**config.mk**
```make
export PLATFORM = sky130hd
export DESIGN_NAME = mem_port_arbiter_flat
export DESIGN_NICKNAME = d
export VERILOG_FILES = /design/src/rtl/core_pkg.sv /design/src/rtl/mem_port_arbiter_if.sv /design/src/rtl/mem_port_arbiter.sv /design/src/flat_wrapper.sv
export SDC_FILE = /design/constraint.sdc
export NUM_CORES = 1
export LEC_CHECK = 0
export ABC_AREA = 1
export CAP_MARGIN = 25
export CORE_AREA = 2 2 97 99
export CTS_CLUSTER_DIAMETER = 30
export CTS_CLUSTER_SIZE = 40
export DETAILED_ROUTE_END_ITERATION = 8
export DIE_AREA = 0 0 99 101
export GPL_ROUTABILITY_DRIVEN = 0
export HOLD_SLACK_MARGIN = 0.03
export PLACE_DENSITY = 0.65
export SKIP_CTS_REPAIR_TIMING = 1
export SYNTH_ARGS = -nofsm -noshare
export SYNTH_HDL_FRONTEND = slang
export SYNTH_SLANG_ARGS = --single-unit
```
**constraint.sdc**
```tcl
create_clock -name clk -period 1.6 [get_ports clk]
set_clock_uncertainty 0.2 [all_clocks]
set_input_delay 0.32 -clock clk [delete_from_list [all_inputs] [get_ports clk]]
set_output_delay 0.32 -clock clk [all_outputs]
set_load 0.01 [all_outputs]
```
**src/rtl/core_pkg.sv**
```systemverilog
// Shared definitions for the unified instruction/data memory path:
// owner encodings for the memory port arbiter and the default word-address width.
package core_pkg;

  localparam int unsigned MEM_AW = 10;

  localparam logic [1:0] OWN_NONE  = 2'd0;
  localparam logic [1:0] OWN_IF    = 2'd1;
  localparam logic [1:0] OWN_LS    = 2'd2;
  localparam logic [1:0] OWN_LS_WR = 2'd3;

  typedef enum logic [1:0] {
    OwnNone = OWN_NONE,
    OwnIf   = OWN_IF,
    OwnLs   = OWN_LS,
    OwnLsWr = OWN_LS_WR
  } owner_e;

endpackage

```
**src/rtl/mem_port_arbiter_if.sv**
```systemverilog
// Bundle of fetch, load/store and memory-macro signals around the shared memory port.
// The core and memory model drive the master side; the arbiter sits on the slave side.
interface mem_port_arbiter_if import core_pkg::*; #(
  parameter int unsigned AW = MEM_AW
);
  logic          if_req;
  logic [31:0]   if_addr;
  logic          if_gnt;
  logic          if_rvalid;
  logic [31:0]   if_rdata;

  logic          ls_req;
  logic          ls_we;
  logic [3:0]    ls_be;
  logic [31:0]   ls_addr;
  logic [31:0]   ls_wdata;
  logic          ls_gnt;
  logic          ls_rvalid;
  logic [31:0]   ls_rdata;

  logic          mem_en;
  logic [3:0]    mem_we;
  logic [AW-1:0] mem_addr;
  logic [31:0]   mem_wdata;
  logic [31:0]   mem_rdata;

  modport master (
    output if_req, if_addr,
    input  if_gnt, if_rvalid, if_rdata,
    output ls_req, ls_we, ls_be, ls_addr, ls_wdata,
    input  ls_gnt, ls_rvalid, ls_rdata,
    input  mem_en, mem_we, mem_addr, mem_wdata,
    output mem_rdata
  );

  modport slave (
    input  if_req, if_addr,
    output if_gnt, if_rvalid, if_rdata,
    input  ls_req, ls_we, ls_be, ls_addr, ls_wdata,
    output ls_gnt, ls_rvalid, ls_rdata,
    output mem_en, mem_we, mem_addr, mem_wdata,
    input  mem_rdata
  );

endinterface

```
**src/rtl/mem_port_arbiter.sv**
```systemverilog
// Shares one single-port, 1-cycle-latency memory between fetch and load/store.
// Load/store has priority; a bounded run counter guarantees fetch progress.
module mem_port_arbiter import core_pkg::*; #(
  parameter int unsigned AW         = MEM_AW,
  parameter int unsigned MAX_LS_RUN = 4
) (
  input logic              clk,
  input logic              reset,
  mem_port_arbiter_if.slave bus
);

  localparam logic [3:0] MaxRun = 4'(MAX_LS_RUN);

  owner_e     owner_q, owner_d;
  logic [3:0] ls_run_q, ls_run_d;
  logic       if_win, ls_win;

  always_ff @(posedge clk or negedge reset) begin
    if (!reset) begin
      owner_q  <= OwnNone;
      ls_run_q <= 4'd0;
    end else begin
      owner_q  <= owner_d;
      ls_run_q <= ls_run_d;
    end
  end

  always_comb begin
    if_win   = 1'b0;
    ls_win   = 1'b0;
    owner_d  = OwnNone;
    ls_run_d = ls_run_q;

    // Gating with reset keeps grants and memory strobes low while reset is held.
    if (reset) begin
      if_win = bus.if_req && (!bus.ls_req || ls_run_q == MaxRun);
      ls_win = bus.ls_req && !if_win;
    end

    if (if_win) begin
      owner_d = OwnIf;
    end else if (ls_win) begin
      owner_d = bus.ls_we ? OwnLsWr : OwnLs;
    end

    if (!bus.if_req || if_win) begin
      ls_run_d = 4'd0;
    end else if (ls_win && ls_run_q != MaxRun) begin
      ls_run_d = ls_run_q + 4'd1;
    end

    bus.if_gnt    = if_win;
    bus.ls_gnt    = ls_win;
    bus.mem_en    = if_win || ls_win;
    bus.mem_addr  = if_win ? bus.if_addr[AW+1:2] : bus.ls_addr[AW+1:2];
    bus.mem_we    = (ls_win && bus.ls_we) ? bus.ls_be : 4'b0000;
    bus.mem_wdata = bus.ls_wdata;

    bus.if_rvalid = (owner_q == OwnIf);
    bus.if_rdata  = (owner_q == OwnIf) ? bus.mem_rdata : 32'd0;
    bus.ls_rvalid = (owner_q == OwnLs) || (owner_q == OwnLsWr);
    bus.ls_rdata  = (owner_q == OwnLs) ? bus.mem_rdata : 32'd0;
  end

  // Byte-offset and wrap-around address bits are intentionally dropped.
  logic unused_addr;
  assign unused_addr = ^{bus.if_addr[31:AW+2], bus.if_addr[1:0],
                         bus.ls_addr[31:AW+2], bus.ls_addr[1:0]};

endmodule

```
**src/flat_wrapper.sv**
```systemverilog
// flat-port wrapper written by rule: the top's interface ports become plain ports
module mem_port_arbiter_flat import core_pkg::*;
#(
  parameter int unsigned AW         = MEM_AW,
  parameter int unsigned MAX_LS_RUN = 4
)
  (clk, reset, bus_if_req, bus_if_addr, bus_if_gnt, bus_if_rvalid, bus_if_rdata, bus_ls_req, bus_ls_we, bus_ls_be, bus_ls_addr, bus_ls_wdata, bus_ls_gnt, bus_ls_rvalid, bus_ls_rdata, bus_mem_en, bus_mem_we, bus_mem_addr, bus_mem_wdata, bus_mem_rdata);
  mem_port_arbiter_if #(.AW(AW)) bus_i ();
  input logic clk;
  input logic reset;
  input wire logic [$bits(bus_i.if_req)-1:0] bus_if_req;
  input wire logic [$bits(bus_i.if_addr)-1:0] bus_if_addr;
  output wire logic [$bits(bus_i.if_gnt)-1:0] bus_if_gnt;
  output wire logic [$bits(bus_i.if_rvalid)-1:0] bus_if_rvalid;
  output wire logic [$bits(bus_i.if_rdata)-1:0] bus_if_rdata;
  input wire logic [$bits(bus_i.ls_req)-1:0] bus_ls_req;
  input wire logic [$bits(bus_i.ls_we)-1:0] bus_ls_we;
  input wire logic [$bits(bus_i.ls_be)-1:0] bus_ls_be;
  input wire logic [$bits(bus_i.ls_addr)-1:0] bus_ls_addr;
  input wire logic [$bits(bus_i.ls_wdata)-1:0] bus_ls_wdata;
  output wire logic [$bits(bus_i.ls_gnt)-1:0] bus_ls_gnt;
  output wire logic [$bits(bus_i.ls_rvalid)-1:0] bus_ls_rvalid;
  output wire logic [$bits(bus_i.ls_rdata)-1:0] bus_ls_rdata;
  output wire logic [$bits(bus_i.mem_en)-1:0] bus_mem_en;
  output wire logic [$bits(bus_i.mem_we)-1:0] bus_mem_we;
  output wire logic [$bits(bus_i.mem_addr)-1:0] bus_mem_addr;
  output wire logic [$bits(bus_i.mem_wdata)-1:0] bus_mem_wdata;
  input wire logic [$bits(bus_i.mem_rdata)-1:0] bus_mem_rdata;
  assign bus_i.if_req = bus_if_req;
  assign bus_i.if_addr = bus_if_addr;
  assign bus_if_gnt = bus_i.if_gnt;
  assign bus_if_rvalid = bus_i.if_rvalid;
  assign bus_if_rdata = bus_i.if_rdata;
  assign bus_i.ls_req = bus_ls_req;
  assign bus_i.ls_we = bus_ls_we;
  assign bus_i.ls_be = bus_ls_be;
  assign bus_i.ls_addr = bus_ls_addr;
  assign bus_i.ls_wdata = bus_ls_wdata;
  assign bus_ls_gnt = bus_i.ls_gnt;
  assign bus_ls_rvalid = bus_i.ls_rvalid;
  assign bus_ls_rdata = bus_i.ls_rdata;
  assign bus_mem_en = bus_i.mem_en;
  assign bus_mem_we = bus_i.mem_we;
  assign bus_mem_addr = bus_i.mem_addr;
  assign bus_mem_wdata = bus_i.mem_wdata;
  assign bus_i.mem_rdata = bus_mem_rdata;
  mem_port_arbiter #(.AW(AW), .MAX_LS_RUN(MAX_LS_RUN)) u_core (.clk(clk), .reset(reset), .bus(bus_i));
endmodule
```
==> results of run 1 <==
worst paths after layout:
kind | start | end | slack, ns | cells after the start
setup / recovery | u_core.ls_run_q[0]$_DFFE_PN0P_ | bus_mem_addr[7] | -0.47 | 9
hold / removal | u_core.ls_run_q[3]$_DFFE_PN0P_ | u_core.ls_run_q[3]$_DFFE_PN0P_ | 0.40 | 3
setup reg to reg | u_core.ls_run_q[0]$_DFFE_PN0P_ | u_core.ls_run_q[3]$_DFFE_PN0P_ | 0.06 | 8
hold reg to reg | u_core.ls_run_q[3]$_DFFE_PN0P_ | u_core.ls_run_q[3]$_DFFE_PN0P_ | 0.40 | 3
max in group asynchronous | reset | u_core.owner_q[1]$_DFF_PN0_ | 0.39 | 3
min in group asynchronous | reset | u_core.ls_run_q[2]$_DFFE_PN0P_ | 0.58 | 3
critical path, stage by stage, from the launching register on:
cell	delay (ns)
dfrtp_1	0.38
inv_2	0.10
ha_4	0.15
nand3_4	0.07
nand2_4	0.09
nand3_4	0.12
clkbuf_16	0.20
nand2_4	0.05
nand2_2	0.05
buf_6	0.11
area by class of cell:
| type | count | area [sq um] | area share, % |
|---|---|---|---|
| Timing Repair Buffer | 176 | 1693 | 54.03 |
| Multi-Input combinational cell | 129 | 923.4 | 29.47 |
| Inverter | 47 | 186.4 | 5.950 |
| Sequential cell | 6 | 150.1 | 4.792 |
| Tap cell | 111 | 138.9 | 4.433 |
| Clock buffer | 3 | 41.29 | 1.318 |
logic make-up (layout without fill, tap and decap cells):
family	count (synthesis)	in the layout	share of synthesized area (%)
AND/OR/NAND/NOR	124	124	43.85
adder cells (fa/ha/maj)	2	2	2.139
buffers and inverters	89	226	39.57
AO/OA/AOI/OAI	2	2	0.8548
XOR/XNOR	1	1	0.7488
flip-flops	6	6	12.83
Yosys cell counts:
cell type,instances
buf_6,1
nand2_1,43
nand3_1,4
clkbuf_1,8
inv_1,46
xor2_1,1
buf_2,1
nand3_4,2
dfrtp_1,6
buf_4,32
nand4_1,3
o21ai_0,1
nand2_4,1
ha_1,2
nor2_1,71
inv_2,1
a21oi_1,1
power by group:
part	switching (W)	leakage, nW	internal (W)
clock	0.0000689	0.0216	0.000162
sequential	0.00000379	0.0813	0.000158
combinational	0.000322	1.57	0.000394
total	0.000394	1.68	0.000714
layer usage:
layer / track usage [%] / wire, microns / up-vias
li1: - / - / 880
met1: 8.150 / 2025 / 847
met2: 15.70 / 3264 / 116
met3: 4.092 / 625 / 4
met4: 1.370 / 20 / 0
met5: 0 / 0 / -
per-stage QoR:
step	setup WS [ns]	util [%]	setup TNS (ns)
after floorplan	-0.1269	-	-1.295
after global placement	-0.8162	29.28	-37.66
after detailed placement	-0.8171	29.28	-38.39
after CTS	-0.9291	29.74	-50.16
after global routing	-0.5352	34.90	-21.23
final	-0.4689	34.90	-15.92
flip-flops by register name, summed over array words and instances, names as in the netlist:
name,cells
u_core.owner_q,2
u_core.ls_run_q,4
==> flow_metrics.env, run 1 <==
export IMPL_clkLatencyLatePin_ns=0.23
export IMPL_start_util_pct=13.03
export IMPL_finalCritPeriodShare_pct=129.3
export IMPL_hpwl_microns=3848
export IMPL_drt_initial_drc_count=12
export IMPL_finalSetupViolCount=81
export IMPL_slew_violations=0
export IMPL_diodes=0
export IMPL_outcome="finished, violations left"
export IMPL_vias=1847
export IMPL_ys_ff_latch=6
export IMPL_worstHoldPathType="flop to flop"
export IMPL_die_w_microns=99
export IMPL_first_pass_iters=4
export IMPL_final_cell_mix="58 x clkdlybuf4s50_1, 41 x inv_1, 41 x buf_6"
export IMPL_synth_top_area_share_pct=22.78
export IMPL_synthTopCellsByArea="nor2_1 23%, buf_4 21%, inv_1 15%"
export IMPL_violations="negative setup slack"
export IMPL_place_area_sq_um=2629
export IMPL_leakage_nw=1.677
export IMPL_syn_to_final_growth_pct=167.8
export IMPL_clk_path_buf_depth=2
export IMPL_p_per_area_nw_per_um2=353.6
export IMPL_vias_per_cell=3.913
export IMPL_cp_start_kind="flop"
export IMPL_layout_drive_gt1_share_pct=53.19
export IMPL_fillerInstances=946
export IMPL_finalHoldViolCount=0
export IMPL_overflow=0
export IMPL_cp_max_fo=6
export IMPL_fmax_mhz=483.4
export IMPL_ios=252
export IMPL_routed_wl_microns=5935
export IMPL_rows=35
export IMPL_ant_nets=0
export IMPL_rsz0062_at_grt="yes"
export IMPL_period_minus_slack_ns=2.069
export IMPL_portBuffers=143
export IMPL_ir_worst_vdd_mv=0.2240
export IMPL_synth_area_leader_cell="nor2_1"
export IMPL_drv_cap=0
export IMPL_htreeDepth=1
export IMPL_clockRootBuffer="clkbuf_8"
export IMPL_crit_arrival_ns=1.55
export IMPL_layout_commonest_cell="clkdlybuf4s50_1"
export IMPL_worst_slack_ns=-0.4689
export IMPL_relSlewSlack_pct=80.33
export IMPL_crit_type="flop to output pin"
export IMPL_wl_per_cell_microns=12.57
export IMPL_die_area_sq_um=9999
export IMPL_grt_max_degree=33
export IMPL_clkTransAtPathRegs_ns=0.04
export IMPL_nets=502
export IMPL_holdWs_ns=0.3973
export IMPL_end_kind="output pin"
export IMPL_syn_instance_count=224
export IMPL_syn_nets=363
export IMPL_syn_avg_cell_area_sq_um=5.223
export IMPL_grt_pass1_wl_microns=6886
export IMPL_die_h_microns=101
export IMPL_clkSinkCount=6
export IMPL_synth_area_sq_um=1170
export IMPL_worstMarginPinSlew_ns=0.2941
export IMPL_grt_usage_pct=8.243
export IMPL_p_total_w=0.001108
export IMPL_critPathRequiredTime_ns=1.08
export IMPL_cts_buffers=3
export IMPL_dp_cells=450
export IMPL_yosysSeqAreaShare_pct=12.83
export IMPL_antenna_found_initial=0
export IMPL_cts_tree="yes"
export IMPL_fin_area_sq_um=3133
export IMPL_drcViolationCount=0
export IMPL_fin_cells=472
export IMPL_grt_pass1_vias=1585
export IMPL_ys_types=17
export IMPL_core_area_sq_um=8977
export IMPL_ys_warn_count=0
No activity file was read; power rests on OpenSTA's default activity.
==> inputs of run 2 (changes only) <==
CTS_BUF_LIST = sky130_fd_sc_hd__clkbuf_4   (was unset)
==> run 2 against run 1 <==
First-iteration DRC count down 25%. Critical path type unchanged. Sequential power about the same. Non-clock buffer count down 3. Die area unchanged. Maximum frequency down 0.95%. Power down 8.9%. Clock power down 40%. Core utilization down 0.63 points. Highest routed layer unchanged. Flip-flop and latch count unchanged. Final cell count down 0.64%. The flow still finishes with violations (negative setup slack).
==> flow_metrics.env, run 2 (synthesis results as in run 1) <==
export IMPL_outcome="finished, violations left"
export IMPL_violations="negative setup slack"
export IMPL_worstMarginPinSlew_ns=0.2602
export IMPL_worstHoldPathType="input pin to asynchronous set/reset pin"
export IMPL_die_h_microns=101
export IMPL_cts_buffers=3
export IMPL_utilization_pct=34.27
export IMPL_fin_area_sq_um=3077
export IMPL_layout_commonest_cell="clkdlybuf4s50_1"
export IMPL_ant_nets=0
export IMPL_drcViolationCount=0
export IMPL_startpoint="u_core.ls_run_q[0]$_DFFE_PN0P_"
export IMPL_ir_worst_vdd_mv=0.1748
export IMPL_diodes=0
export IMPL_holdWs_ns=0.3216
export IMPL_cts_tree="yes"
export IMPL_regMostFlops="u_core.ls_run_q"
export IMPL_largest_reg_flops=4
export IMPL_clkSinkCount=6
export IMPL_critPathRequiredTime_ns=1.08
export IMPL_htreeDepth=1
export IMPL_start_util_pct=13.03
export IMPL_leakage_nw=1.622
export IMPL_vias_per_cell=3.885
export IMPL_fmax_mhz=478.8
export IMPL_die_w_microns=99
export IMPL_wl_met3_microns=609
export IMPL_first_pass_iters=4
export IMPL_antenna_found_initial=0
export IMPL_fillerInstances=943
export IMPL_grt_max_degree=33
export IMPL_slew_violations=0
export IMPL_period_minus_slack_ns=2.089
export IMPL_crit_arrival_ns=1.57
export IMPL_vias=1822
export IMPL_worst_slack_ns=-0.4887
export IMPL_finalSetupViolCount=81
export IMPL_routed_wl_microns=5906
export IMPL_syn_to_final_growth_pct=163.0
export IMPL_grt_pass1_vias=1578
export IMPL_core_area_sq_um=8977
export IMPL_crit_type="flop to output pin"
export IMPL_met1Wirelength_microns=2038
export IMPL_relSlewSlack_pct=82.60
export IMPL_clkTransAtPathRegs_ns=0.05
export IMPL_timing_rr_start="u_core.ls_run_q[0]$_DFFE_PN0P_"
export IMPL_drv_cap=0
export IMPL_wl_met2_microns=3251
export IMPL_clk_path_buf_depth=2
export IMPL_nets=499
export IMPL_cp_max_fo=6
export IMPL_portBuffers=143
export IMPL_p_total_w=0.001009
export IMPL_dp_slack_ns=-0.8171
export IMPL_reg2reg_slack_ns=0.06
export IMPL_wl_per_cell_microns=12.59
export IMPL_p_per_area_nw_per_um2=327.9
export IMPL_topRoutingLayerUsed="met4"
export IMPL_r2r_cells=8
export IMPL_multi_input_area_sq_um=923.4
export IMPL_finalHoldViolCount=0
export IMPL_cp_endpoint="bus_mem_addr[7]"
export IMPL_ios=252
export IMPL_hpwl_microns=3848
export IMPL_grt_pass1_wl_microns=6893
export IMPL_end_kind="output pin"
export IMPL_drt_initial_drc_count=9
export IMPL_grt_usage_pct=8.243
export IMPL_cp_start_kind="flop"
export IMPL_clockRootBuffer="clkbuf_4"
export IMPL_r2r_end="u_core.ls_run_q[3]$_DFFE_PN0P_"
export IMPL_clkLatencyLatePin_ns=0.24
export IMPL_layout_drive_gt1_share_pct=53.35
export IMPL_top_regs="u_core.ls_run_q (4), u_core.owner_q (2)"
export IMPL_regArea_sq_um=150.1
export IMPL_die_area_sq_um=9999
export IMPL_finalCritPeriodShare_pct=130.5
export IMPL_final_cell_mix="60 x clkdlybuf4s50_1, 41 x inv_1, 41 x buf_6"
export IMPL_rows=35
export IMPL_overflow=0
export IMPL_rsz0062_at_grt="yes"
export IMPL_place_area_sq_um=2629
[run 2: cell types whose count changed in the layout (fill, tap and decap cells not counted), sizes merged]
cell / change
dlymetal6s2s: -3
buf: -2
clkdlybuf4s50: +2
clkbuf: +1
dlygate4sd3: -1
[run 2: worst min-delay path by stage]
stage | to | slack (ns) | depth (start not counted)
finish | u_core.ls_run_q[2]$_DFFE_PN0P_ | 0.32 | 2
global route | u_core.ls_run_q[2]$_DFFE_PN0P_ | 0.34 | 2
CTS | u_core.ls_run_q[0]$_DFFE_PN0P_ | 0.32 | 2
detailed placement | u_core.ls_run_q[0]$_DFFE_PN0P_ | 0.34 | 2
global placement | u_core.ls_run_q[0]$_DFFE_PN0P_ | 0.34 | 2
floorplan | u_core.ls_run_q[0]$_DFFE_PN0P_ | -0.18 | 0
[run 2: worst max-delay path: stages, from the launching register on]
cell and delay (ns):
dfrtp_1 0.38, inv_2 0.10, ha_4 0.14, nand3_4 0.07
nand2_4 0.09, nand3_4 0.12, clkbuf_16 0.20, nand2_4 0.05
nand2_2 0.05, buf_6 0.11
[run 2: final cells by class]
class	count	share of cell area [%]
timing repair buffer	173	53.80
multi-input combinational	129	30.01
inverter	47	6.059
sequential	6	4.880
tap	111	4.514
clock buffer	3	0.7320
[run 2: through the flow]
step	instances	TNS [ns]
floorplan	224	-1.295
detailed placement	450	-38.39
global route	469	-24.00
finish	469	-17.46
CTS	453	-52.40
global placement	450	-37.66
[run 2: report_power, final]
part	switching [W]	total (W)	internal (W)	leakage (nW)
logic	0.000321	0.000709	0.000388	1.53
registers	0.00000380	0.000161	0.000158	0.0813
clock network	0.0000537	0.000138	0.0000848	0.0138
total	0.000378	0.00101	0.000631	1.62
[run 2: metal layers]
layer / up-vias / global-route usage [%]
met5: - / 0
met4: 0 / 1.370
met3: 2 / 4.092
met2: 112 / 15.64
met1: 834 / 8.191
li1: 874 / -
